## config.mk

```make
export PLATFORM = sky130hd
export DESIGN_NAME = aa_frame_ctrl
export DESIGN_NICKNAME = d
export VERILOG_FILES = /design/src/rtl/aa_frame_ctrl.sv
export SDC_FILE = /design/constraint.sdc
export NUM_CORES = 1
export LEC_CHECK = 0
export BUFFER_PORTS_ARGS = -buffer_cell sky130_fd_sc_hd__clkbuf_2
export CAP_MARGIN = 5
export CORE_ASPECT_RATIO = 2
export CORE_UTILIZATION = 55
export CTS_CLUSTER_DIAMETER = 200
export DETAILED_ROUTE_END_ITERATION = 8
export PLACE_DENSITY = 0.83
export REMOVE_ABC_BUFFERS = 1
export SYNTH_ARGS = -nofsm -noshare
export SYNTH_HDL_FRONTEND = slang
export SYNTH_SLANG_ARGS = --single-unit
```

## constraint.sdc

```tcl
create_clock -name i_clk -period 8.2 [get_ports i_clk]
set_input_delay 0.82 -clock i_clk [delete_from_list [all_inputs] [get_ports i_clk]]
set_output_delay 0.82 -clock i_clk [all_outputs]
set_load 0.005 [all_outputs]
```

## src/rtl/aa_frame_ctrl.sv

```systemverilog
// Anti-aliasing frame sequencer: raster-scans a WIDTH x HEIGHT frame, gathers each pixel
// with its four orthogonal neighbours, and writes the edge-filtered or original pixel.
module aa_frame_ctrl #(
    parameter int WIDTH  = 64,
    parameter int HEIGHT = 48,
    parameter int PIX_W  = 8,
    parameter int ADDR_W = 12
) (
    input  logic              i_clk,
    input  logic              i_reset,
    input  logic              i_start,
    input  logic [PIX_W-1:0]  i_th,
    output logic              o_busy,
    output logic              o_done,
    output logic              o_rd_en,
    output logic [ADDR_W-1:0] o_rd_addr,
    input  logic [PIX_W-1:0]  i_rd_data,
    output logic              o_wr_en,
    output logic [ADDR_W-1:0] o_wr_addr,
    output logic [PIX_W-1:0]  o_wr_data,
    output logic [ADDR_W-1:0] o_edge_cnt
);

    // state   | meaning
    // IDLE    | waiting for start
    // READ    | issuing reads (1 for border, 5 for interior: C,N,S,W,E)
    // WAIT    | last read datum returns
    // WRITE   | write result, advance raster position
    // DONE    | one-cycle completion pulse
    typedef enum logic [2:0] {S_IDLE, S_READ, S_WAIT, S_WRITE, S_DONE} state_t;

    localparam logic [ADDR_W-1:0] COL_LAST = ADDR_W'(WIDTH - 1);
    localparam logic [ADDR_W-1:0] ROW_LAST = ADDR_W'(HEIGHT - 1);
    localparam logic [ADDR_W-1:0] ROW_STEP = ADDR_W'(WIDTH);
    localparam logic [ADDR_W-1:0] ONE      = ADDR_W'(1);

    state_t              r_state;
    state_t              w_next;
    logic [ADDR_W-1:0]   r_row;
    logic [ADDR_W-1:0]   r_col;
    logic [ADDR_W-1:0]   r_addr;
    logic [2:0]          r_idx;
    logic                r_pend;
    logic [2:0]          r_pend_idx;
    logic [PIX_W-1:0]    r_th;
    logic [PIX_W-1:0]    r_c, r_n, r_s, r_w, r_e;
    logic [ADDR_W-1:0]   r_edge_cnt;

    logic                w_border;
    logic                w_last_pix;
    logic [PIX_W+1:0]    w_sum;
    logic [PIX_W-1:0]    w_avg;
    logic                w_edge;
    logic [PIX_W-1:0]    w_pix_out;
    logic [ADDR_W-1:0]   w_rd_addr;

    assign w_border   = (r_row == '0) || (r_row == ROW_LAST) ||
                        (r_col == '0) || (r_col == COL_LAST);
    assign w_last_pix = (r_row == ROW_LAST) && (r_col == COL_LAST);
    assign w_sum      = {2'b00, r_n} + {2'b00, r_s} + {2'b00, r_w} + {2'b00, r_e};
    assign w_avg      = PIX_W'(w_sum >> 2);
    assign w_edge     = !w_border && (r_c > r_th) &&
                        ((r_n < r_th) || (r_s < r_th) || (r_w < r_th) || (r_e < r_th));
    assign w_pix_out  = w_edge ? w_avg : r_c;

    always_comb begin
        case (r_idx)
            3'd1:    w_rd_addr = r_addr - ROW_STEP;
            3'd2:    w_rd_addr = r_addr + ROW_STEP;
            3'd3:    w_rd_addr = r_addr - ONE;
            3'd4:    w_rd_addr = r_addr + ONE;
            default: w_rd_addr = r_addr;
        endcase
    end

    always_ff @(posedge i_clk) begin
        if (i_reset) r_state <= S_IDLE;
        else         r_state <= w_next;
    end

    always_comb begin
        w_next = r_state;
        case (r_state)
            S_IDLE:  if (i_start) w_next = S_READ;
            S_READ:  if (w_border || (r_idx == 3'd4)) w_next = S_WAIT;
            S_WAIT:  w_next = S_WRITE;
            S_WRITE: w_next = w_last_pix ? S_DONE : S_READ;
            S_DONE:  w_next = S_IDLE;
            default: w_next = S_IDLE;
        endcase
    end

    always_comb begin
        o_busy     = (r_state != S_IDLE);
        o_done     = (r_state == S_DONE);
        o_rd_en    = 1'b0;
        o_rd_addr  = '0;
        o_wr_en    = 1'b0;
        o_wr_addr  = '0;
        o_wr_data  = '0;
        o_edge_cnt = r_edge_cnt;
        if (r_state == S_READ) begin
            o_rd_en   = 1'b1;
            o_rd_addr = w_rd_addr;
        end
        if (r_state == S_WRITE) begin
            o_wr_en   = 1'b1;
            o_wr_addr = r_addr;
            o_wr_data = w_pix_out;
        end
    end

    // Read data lands one cycle after its strobe; r_pend_idx steers it to the right slot.
    always_ff @(posedge i_clk) begin
        if (i_reset) begin
            r_row      <= '0;
            r_col      <= '0;
            r_addr     <= '0;
            r_idx      <= '0;
            r_pend     <= 1'b0;
            r_pend_idx <= '0;
            r_th       <= '0;
            r_c        <= '0;
            r_n        <= '0;
            r_s        <= '0;
            r_w        <= '0;
            r_e        <= '0;
            r_edge_cnt <= '0;
        end else begin
            r_pend     <= o_rd_en;
            r_pend_idx <= r_idx;
            if (r_pend) begin
                case (r_pend_idx)
                    3'd0:    r_c <= i_rd_data;
                    3'd1:    r_n <= i_rd_data;
                    3'd2:    r_s <= i_rd_data;
                    3'd3:    r_w <= i_rd_data;
                    default: r_e <= i_rd_data;
                endcase
            end
            case (r_state)
                S_IDLE: begin
                    if (i_start) begin
                        r_th       <= i_th;
                        r_row      <= '0;
                        r_col      <= '0;
                        r_addr     <= '0;
                        r_idx      <= '0;
                        r_edge_cnt <= '0;
                    end
                end
                S_READ: begin
                    r_idx <= (w_next == S_READ) ? 3'(r_idx + 3'd1) : 3'd0;
                end
                S_WRITE: begin
                    if (w_edge) r_edge_cnt <= r_edge_cnt + ONE;
                    r_addr <= r_addr + ONE;
                    if (r_col == COL_LAST) begin
                        r_col <= '0;
                        r_row <= r_row + ONE;
                    end else begin
                        r_col <= r_col + ONE;
                    end
                end
                default: ;
            endcase
        end
    end

endmodule

```

== Yosys cells after proc, flatten, opt, wreduce, memory -nomap -nowiden ==
Index checks and enable logic that the tools add are counted.

* Add/subtract/negate cells: 11
* $lt $le $gt $ge: 5
* Eq/ne operators: 17
* Muxes and demuxes: 22
* Bitwise gates (word level): 1
* Reductions and logical operators: 29

{| class="wikitable"
|+ Operator list
! kind !! count
|-
| 12-bit one-hot mux with 2 select lines || 4
|-
| 12-bit two-way mux || 6
|-
| 12-bit by 1-bit adder with 12-bit output (second input constant) || 4
|-
| 12-bit one-hot mux with 4 select lines || 1
|-
| 8-bit < comparator || 4
|-
| 12-bit by 6-bit equality test with 1-bit output (second input constant) || 2
|-
| 12-bit zero test || 2
|-
| 3-bit by 2-bit equality test with 1-bit output (second input constant) || 6
|-
| 8-bit two-way mux || 2
|-
| 2-bit AND reduction || 8
|-
| 3-bit two-way mux || 5
|-
| 12-bit by 7-bit adder with 12-bit output (second input constant) || 1
|-
| 3-bit by 1-bit equality test with 1-bit output (second input constant) || 4
|-
| 3-bit one-hot mux with 4 select lines || 1
|-
| 12-bit by 1-bit subtractor with 12-bit output (second input constant) || 1
|-
| 12-bit by 7-bit subtractor with 12-bit output (second input constant) || 1
|-
| 10-bit by 8-bit adder with 10-bit output || 1
|-
| 9-bit by 8-bit adder with 10-bit output || 1
|-
| 8-bit by 8-bit adder with 9-bit output || 1
|-
| 8-bit > comparator || 1
|-
| 1-bit logical OR || 7
|-
| 3-bit equality test (second input constant) || 2
|-
| 3-bit zero test || 2
|-
| 2-bit != test (second input constant) || 3
|-
| 10 further kinds || 15
|}

* Register bits after elaboration: 106
* Input port bits: 19
* Output and inout bits: 48

== Depth between registers and ports, before layout ==
* Depth in word-level cells: 10
* Depth in mapped cells: 11

== Worst setup path before layout ==
Ideal clock, no wire load.

* Path kind: register -> output
* From: register r_n[2]
* To: output port o_wr_data[7]
* Arrival time: 3.177 ns
* Required time: 7.380 ns
* Setup slack: 4.203 ns
* Cell stages (with the launch flop): 12
* Path through: dfxtp_1 inv_1 fa_1 fa_1 inv_1 fa_1 a21o_1 a21o_1 a211o_1 a21o_1 a2111oi_0 nor3_1

* Cells in the longest elaborated chain, start to end: 7

{| class="wikitable"
|+ Ends and longest elaborated chain
! element !! line !! source
|-
| start, declared || 46 || <nowiki>logic [PIX_W-1:0] r_c, r_n, r_s, r_w, r_e;</nowiki>
|-
| start signal, assigned || 135 || <nowiki>3'd1: r_n <= i_rd_data;</nowiki>
|-
| parallel branches: the longest is 5 deep, another holds 9-bit by 8-bit adder with 10-bit output || - ||
|-
| 8-bit two-way mux * || 64 || <nowiki>assign w_pix_out = w_edge ? w_avg : r_c;</nowiki>
|-
| 8-bit two-way mux * || 106 || <nowiki>if (r_state == S_WRITE) begin</nowiki>
|-
| end, declared || 20 || <nowiki>output logic [PIX_W-1:0] o_wr_data,</nowiki>
|}

Mark *: on every way between the ends.

== Worst setup path in the final report ==
Same ends and word-level chain as after synthesis.

==> flow_results.xml <==
<?xml version="1.0" encoding="UTF-8"?>
<metrics>
  <group name="global_route">
    <metric name="global_route.overflow_total" unit="">0</metric>
    <metric name="first_pass_grt_wire_length" unit="um">33300</metric>
    <metric name="first_global_vias" unit="">6832</metric>
    <metric name="largest_net_degree_at_the_start_of_global_routing" unit="">57</metric>
    <metric name="grt.total_usage" unit="%">32.7</metric>
    <metric name="grt_antenna_before_repair" unit="">0</metric>
  </group>
  <group name="yosys">
    <metric name="number_of_enable_flip_flop_cells_after_synthesis" unit="">0</metric>
    <metric name="synthCells" unit="">942</metric>
    <metric name="syn-mean-instance-area" unit="sq um">7.57</metric>
    <metric name="leading_post_synthesis_cells_by_cell_area" unit="">sky130_fd_sc_hd__dfxtp_1 30%, sky130_fd_sc_hd__ha_1 10%, sky130_fd_sc_hd__nand2_1 7.6%</metric>
    <metric name="ys_async_sr_fraction" unit="%">0</metric>
    <metric name="yosys.cell_count.top_type" unit="">sky130_fd_sc_hd__nand2_1</metric>
    <metric name="synth_seq_area_share" unit="%">29.7</metric>
    <metric name="ys_ff_latch" unit="">106</metric>
    <metric name="synthDominantAreaCellType" unit="">sky130_fd_sc_hd__dfxtp_1</metric>
    <metric name="synthFlopType" unit="">sky130_fd_sc_hd__dfxtp_1</metric>
    <metric name="netlist-cell-type-count" unit="">66</metric>
    <metric name="yosys.area.top_type_share" unit="%">29.7</metric>
    <metric name="synth.top_cells.by_count" unit="">145 x sky130_fd_sc_hd__nand2_1, 106 x sky130_fd_sc_hd__dfxtp_1, 104 x sky130_fd_sc_hd__a21oi_1, 74 x sky130_fd_sc_hd__nor2_1, 68 x sky130_fd_sc_hd__inv_1</metric>
    <metric name="yosys_warnings" unit="">0</metric>
    <metric name="synthesis.area" unit="sq um">7140</metric>
  </group>
  <group name="cts">
    <metric name="post_cts_buffers" unit="">0</metric>
    <metric name="tritoncts.num_buffers" unit="">9</metric>
    <metric name="clock_tree.buffer_depth" unit="">2</metric>
    <metric name="cts_hold_buffers" unit="">0</metric>
    <metric name="clock_insertion_delay_worst_skew" unit="ps">360</metric>
    <metric name="clock_transition_time_at_the_flip_flop_clock_pins_of_the_worst_setup_and_hold_paths" unit="ps">70</metric>
    <metric name="clkSinkCount" unit="">106</metric>
    <metric name="h-tree-depth" unit="">3</metric>
    <metric name="cts.root.buffer_cell" unit="">sky130_fd_sc_hd__clkbuf_16</metric>
    <metric name="cts_tree" unit="">built</metric>
    <metric name="post_cts.resized_instances" unit="">0</metric>
  </group>
  <group name="critical_path">
    <metric name="crit_arrival" unit="ps">3900</metric>
    <metric name="startpoint" unit="">r_n[2]$_SDFFE_PP0P_</metric>
    <metric name="critPathCaptureType" unit="">primary output</metric>
    <metric name="levels_on_crit_path" unit="">12</metric>
    <metric name="worstPathBufferInverterCount" unit="">3</metric>
    <metric name="regToRegEndpoint" unit="">o_edge_cnt[10]$_SDFFE_PP0P_</metric>
    <metric name="cp_slowest_cell" unit="">sky130_fd_sc_hd__fa_1</metric>
    <metric name="cp_cell_sequence" unit="">inv_1 &gt; fa_1 &gt; fa_1 &gt; inv_1 &gt; fa_1 &gt; a21o_1 &gt; a21o_1 &gt; a211o_1 &gt; a21o_1 &gt; a2111oi_0 &gt; nor3_1 &gt; clkbuf_2</metric>
    <metric name="worst_setup_path_endpoint" unit="">o_wr_data[7]</metric>
    <metric name="crit_path_start_kind" unit="">flip-flop</metric>
    <metric name="worstSetupPathType" unit="">flip-flop to primary output</metric>
    <metric name="slowest_delay" unit="ps">510</metric>
    <metric name="critical_path.reg2reg.startpoint" unit="">r_th[1]$_SDFFE_PP0P_</metric>
    <metric name="cp_top_delay_family" unit="">adder cells</metric>
    <metric name="r2r_cells" unit="">8</metric>
    <metric name="timing.reg2reg.setup_slack" unit="ps">5160</metric>
    <metric name="path_max_fanout" unit="">3</metric>
    <metric name="cp_data_required_time" unit="ps">7380</metric>
  </group>
  <group name="drt">
    <metric name="route.detailed.vias_per_inst" unit="">6.25</metric>
    <metric name="dr.first_iter.drc_count" unit="">548</metric>
    <metric name="antenna_violating_nets_post_route" unit="">0</metric>
    <metric name="drt_pre_antenna_iters" unit="">5</metric>
    <metric name="post_drt_wl_per_cell" unit="um">18.1</metric>
    <metric name="dr_total_vias" unit="">7051</metric>
    <metric name="routed_wl" unit="um">20400</metric>
    <metric name="drc" unit="">0</metric>
  </group>
  <group name="finish">
    <metric name="layout.nets" unit="">1069</metric>
    <metric name="drive_gt1_share" unit="%">10.3</metric>
    <metric name="non_filler_instance_count_after_layout" unit="">1129</metric>
    <metric name="synthToLayoutAreaGrowth" unit="%">9.49</metric>
    <metric name="antenna_cells" unit="">0</metric>
    <metric name="final_core_utilization" unit="%">61.9</metric>
  </group>
  <group name="pwr">
    <metric name="max-vdd-ir-drop" unit="mV">0.135</metric>
    <metric name="power" unit="W">0.00111</metric>
    <metric name="power_density" unit="nW/um^2">143</metric>
    <metric name="power_leakage" unit="nW">3.08</metric>
  </group>
  <group name="status">
    <metric name="outcome" unit="">complete, no violations</metric>
  </group>
  <group name="sta">
    <metric name="setup_viol" unit="">0</metric>
    <metric name="hold_ws" unit="ps">455</metric>
    <metric name="final.min_clock_period" unit="ps">4720</metric>
    <metric name="maxClockFrequency" unit="MHz">212</metric>
    <metric name="hold_viol_final" unit="">0</metric>
    <metric name="final.setup_skew" unit="ps">7.54</metric>
    <metric name="final.period_utilization" unit="%">57.5</metric>
    <metric name="setup-tns-final" unit="ps">0</metric>
    <metric name="rsz0062_at_grt" unit="">false</metric>
    <metric name="max-slew-margin-rel" unit="%">32.6</metric>
    <metric name="final_max_slew_viol_count" unit="">0</metric>
    <metric name="worst-slew-pin-transition" unit="ps">1000</metric>
  </group>
  <group name="place">
    <metric name="post-dp-hpwl" unit="um">14800</metric>
    <metric name="placedCellCount" unit="">1113</metric>
    <metric name="globalplace.congestion" unit="">0.968</metric>
    <metric name="io_buffer_count" unit="">66</metric>
  </group>
  <group name="floorplan">
    <metric name="core_area" unit="sq um">12600</metric>
    <metric name="start_util" unit="%">56.5</metric>
    <metric name="die_area" unit="sq um">13500</metric>
    <metric name="placementRows" unit="">58</metric>
    <metric name="die_height" unit="um">163</metric>
    <metric name="design.portCount" unit="">67</metric>
    <metric name="fp.dieW" unit="um">82.5</metric>
  </group>
  <group name="worst_hold_path">
    <metric name="hp-class" unit="">flip-flop to flip-flop</metric>
  </group>
  <group name="flow_run">
    <metric name="cap_violations" unit="">0</metric>
  </group>
</metrics>
[tightest hold or removal path, delay by kind of cell, from the launching register on]
kind / cells / cell delay [ps]
AOI/OAI and AO/OA: 1 / 50
DFF: 1 / 310
and+or+nand+nor: 1 / 50
[where the power goes]
part           switching [W]  total (W)  internal (W)  leakage (nW)
Clock               0.000206   0.000453      0.000247         0.138
Sequential        0.00000682   0.000528      0.000521         0.856
Combinational      0.0000943   0.000133     0.0000389          2.09
Total               0.000308    0.00111      0.000807          3.08
[registers in the layout, summed over array words and instances (netlist names)]
signal      flops
o_edge_cnt     12
r_addr         12
r_col          12
r_row          12
r_c             8
r_e             8
r_n             8
r_s             8
r_th            8
r_w             8
r_idx           3
r_pend_idx      3
r_state         3
r_pend          1
[cell families after synthesis]
family	share of synthesized area, %
mux	0.421
simple gates	25.4
xor+xnor	2.45
flops	29.7
fa+ha+maj	15.1
compound gates	20.5
buf+inv	6.33
[cell type report]
type                    instances  area [sq um]
fillers                      1155          4810
multi-input cells             718          4580
flip-flops and latches        106          2120
repair buffers                 71           368
inverters                      68           255
clock buffers                  11           243
well taps                     150           188
clock inverters                 5          61.3
[how the worst min path moves through the flow]
stage / startpoint / cells past startpoint / endpoint
2_1_floorplan: r_th[1]$_SDFFE_PP0P_ / 2 / r_th[1]$_SDFFE_PP0P_
3_3_place_gp: r_th[3]$_SDFFE_PP0P_ / 2 / r_th[3]$_SDFFE_PP0P_
3_5_place_dp: r_th[5]$_SDFFE_PP0P_ / 2 / r_th[5]$_SDFFE_PP0P_
5_1_grt: r_th[6]$_SDFFE_PP0P_ / 2 / r_th[6]$_SDFFE_PP0P_
6_report: r_th[5]$_SDFFE_PP0P_ / 2 / r_th[5]$_SDFFE_PP0P_
4_1_cts: r_th[5]$_SDFFE_PP0P_ / 2 / r_th[5]$_SDFFE_PP0P_
[through the flow]
step / area, sq um / setup WS (ps)
after floorplan: 6940 / 4000
after global placement: 7510 / 3940
after detailed placement: 7510 / 3870
after CTS: 7810 / 3480
after global routing: 7810 / 3330
final: 7810 / 3480
[cells in the final DEF (no fill, tap or decap), types with 5 or more instances in the layout]
cell type	instances
sky130_fd_sc_hd__nand2_1	145
sky130_fd_sc_hd__ha_1	59
sky130_fd_sc_hd__or3_1	11
sky130_fd_sc_hd__nand3_1	28
sky130_fd_sc_hd__fa_1	17
sky130_fd_sc_hd__a21oi_1	104
sky130_fd_sc_hd__and3_1	15
sky130_fd_sc_hd__and2_1	17
sky130_fd_sc_hd__nor3_1	30
sky130_fd_sc_hd__a22oi_1	6
sky130_fd_sc_hd__nand4_1	14
sky130_fd_sc_hd__a211oi_1	6
sky130_fd_sc_hd__nor3b_1	7
sky130_fd_sc_hd__a221oi_1	5
sky130_fd_sc_hd__nor4_1	10
sky130_fd_sc_hd__xnor2_1	9
sky130_fd_sc_hd__dfxtp_1	106
sky130_fd_sc_hd__clkbuf_16	9
sky130_fd_sc_hd__o2111ai_1	5
sky130_fd_sc_hd__o21ai_0	49
sky130_fd_sc_hd__clkbuf_2	65
sky130_fd_sc_hd__nor2_1	74
sky130_fd_sc_hd__buf_4	5
sky130_fd_sc_hd__xor2_1	11
sky130_fd_sc_hd__inv_1	68
sky130_fd_sc_hd__a21o_1	9
sky130_fd_sc_hd__o21a_1	5
sky130_fd_sc_hd__or4_1	8
sky130_fd_sc_hd__o31ai_1	8
[metal layers]
| metal | global-route usage (%) | share of wire (%) | vias to the layer above | wire (um) |
|---|---|---|---|---|
| met5 | 0 | 0 | - | 0 |
| met4 | 23.7 | 7.4 | 0 | 1510 |
| met2 | 55.3 | 51 | 278 | 10400 |
| li1 | - | - | 3371 | - |
| met3 | 8.88 | 6.3 | 100 | 1290 |
| met1 | 33.2 | 35 | 3302 | 7210 |
No activity file was read; power rests on OpenSTA's default activity.
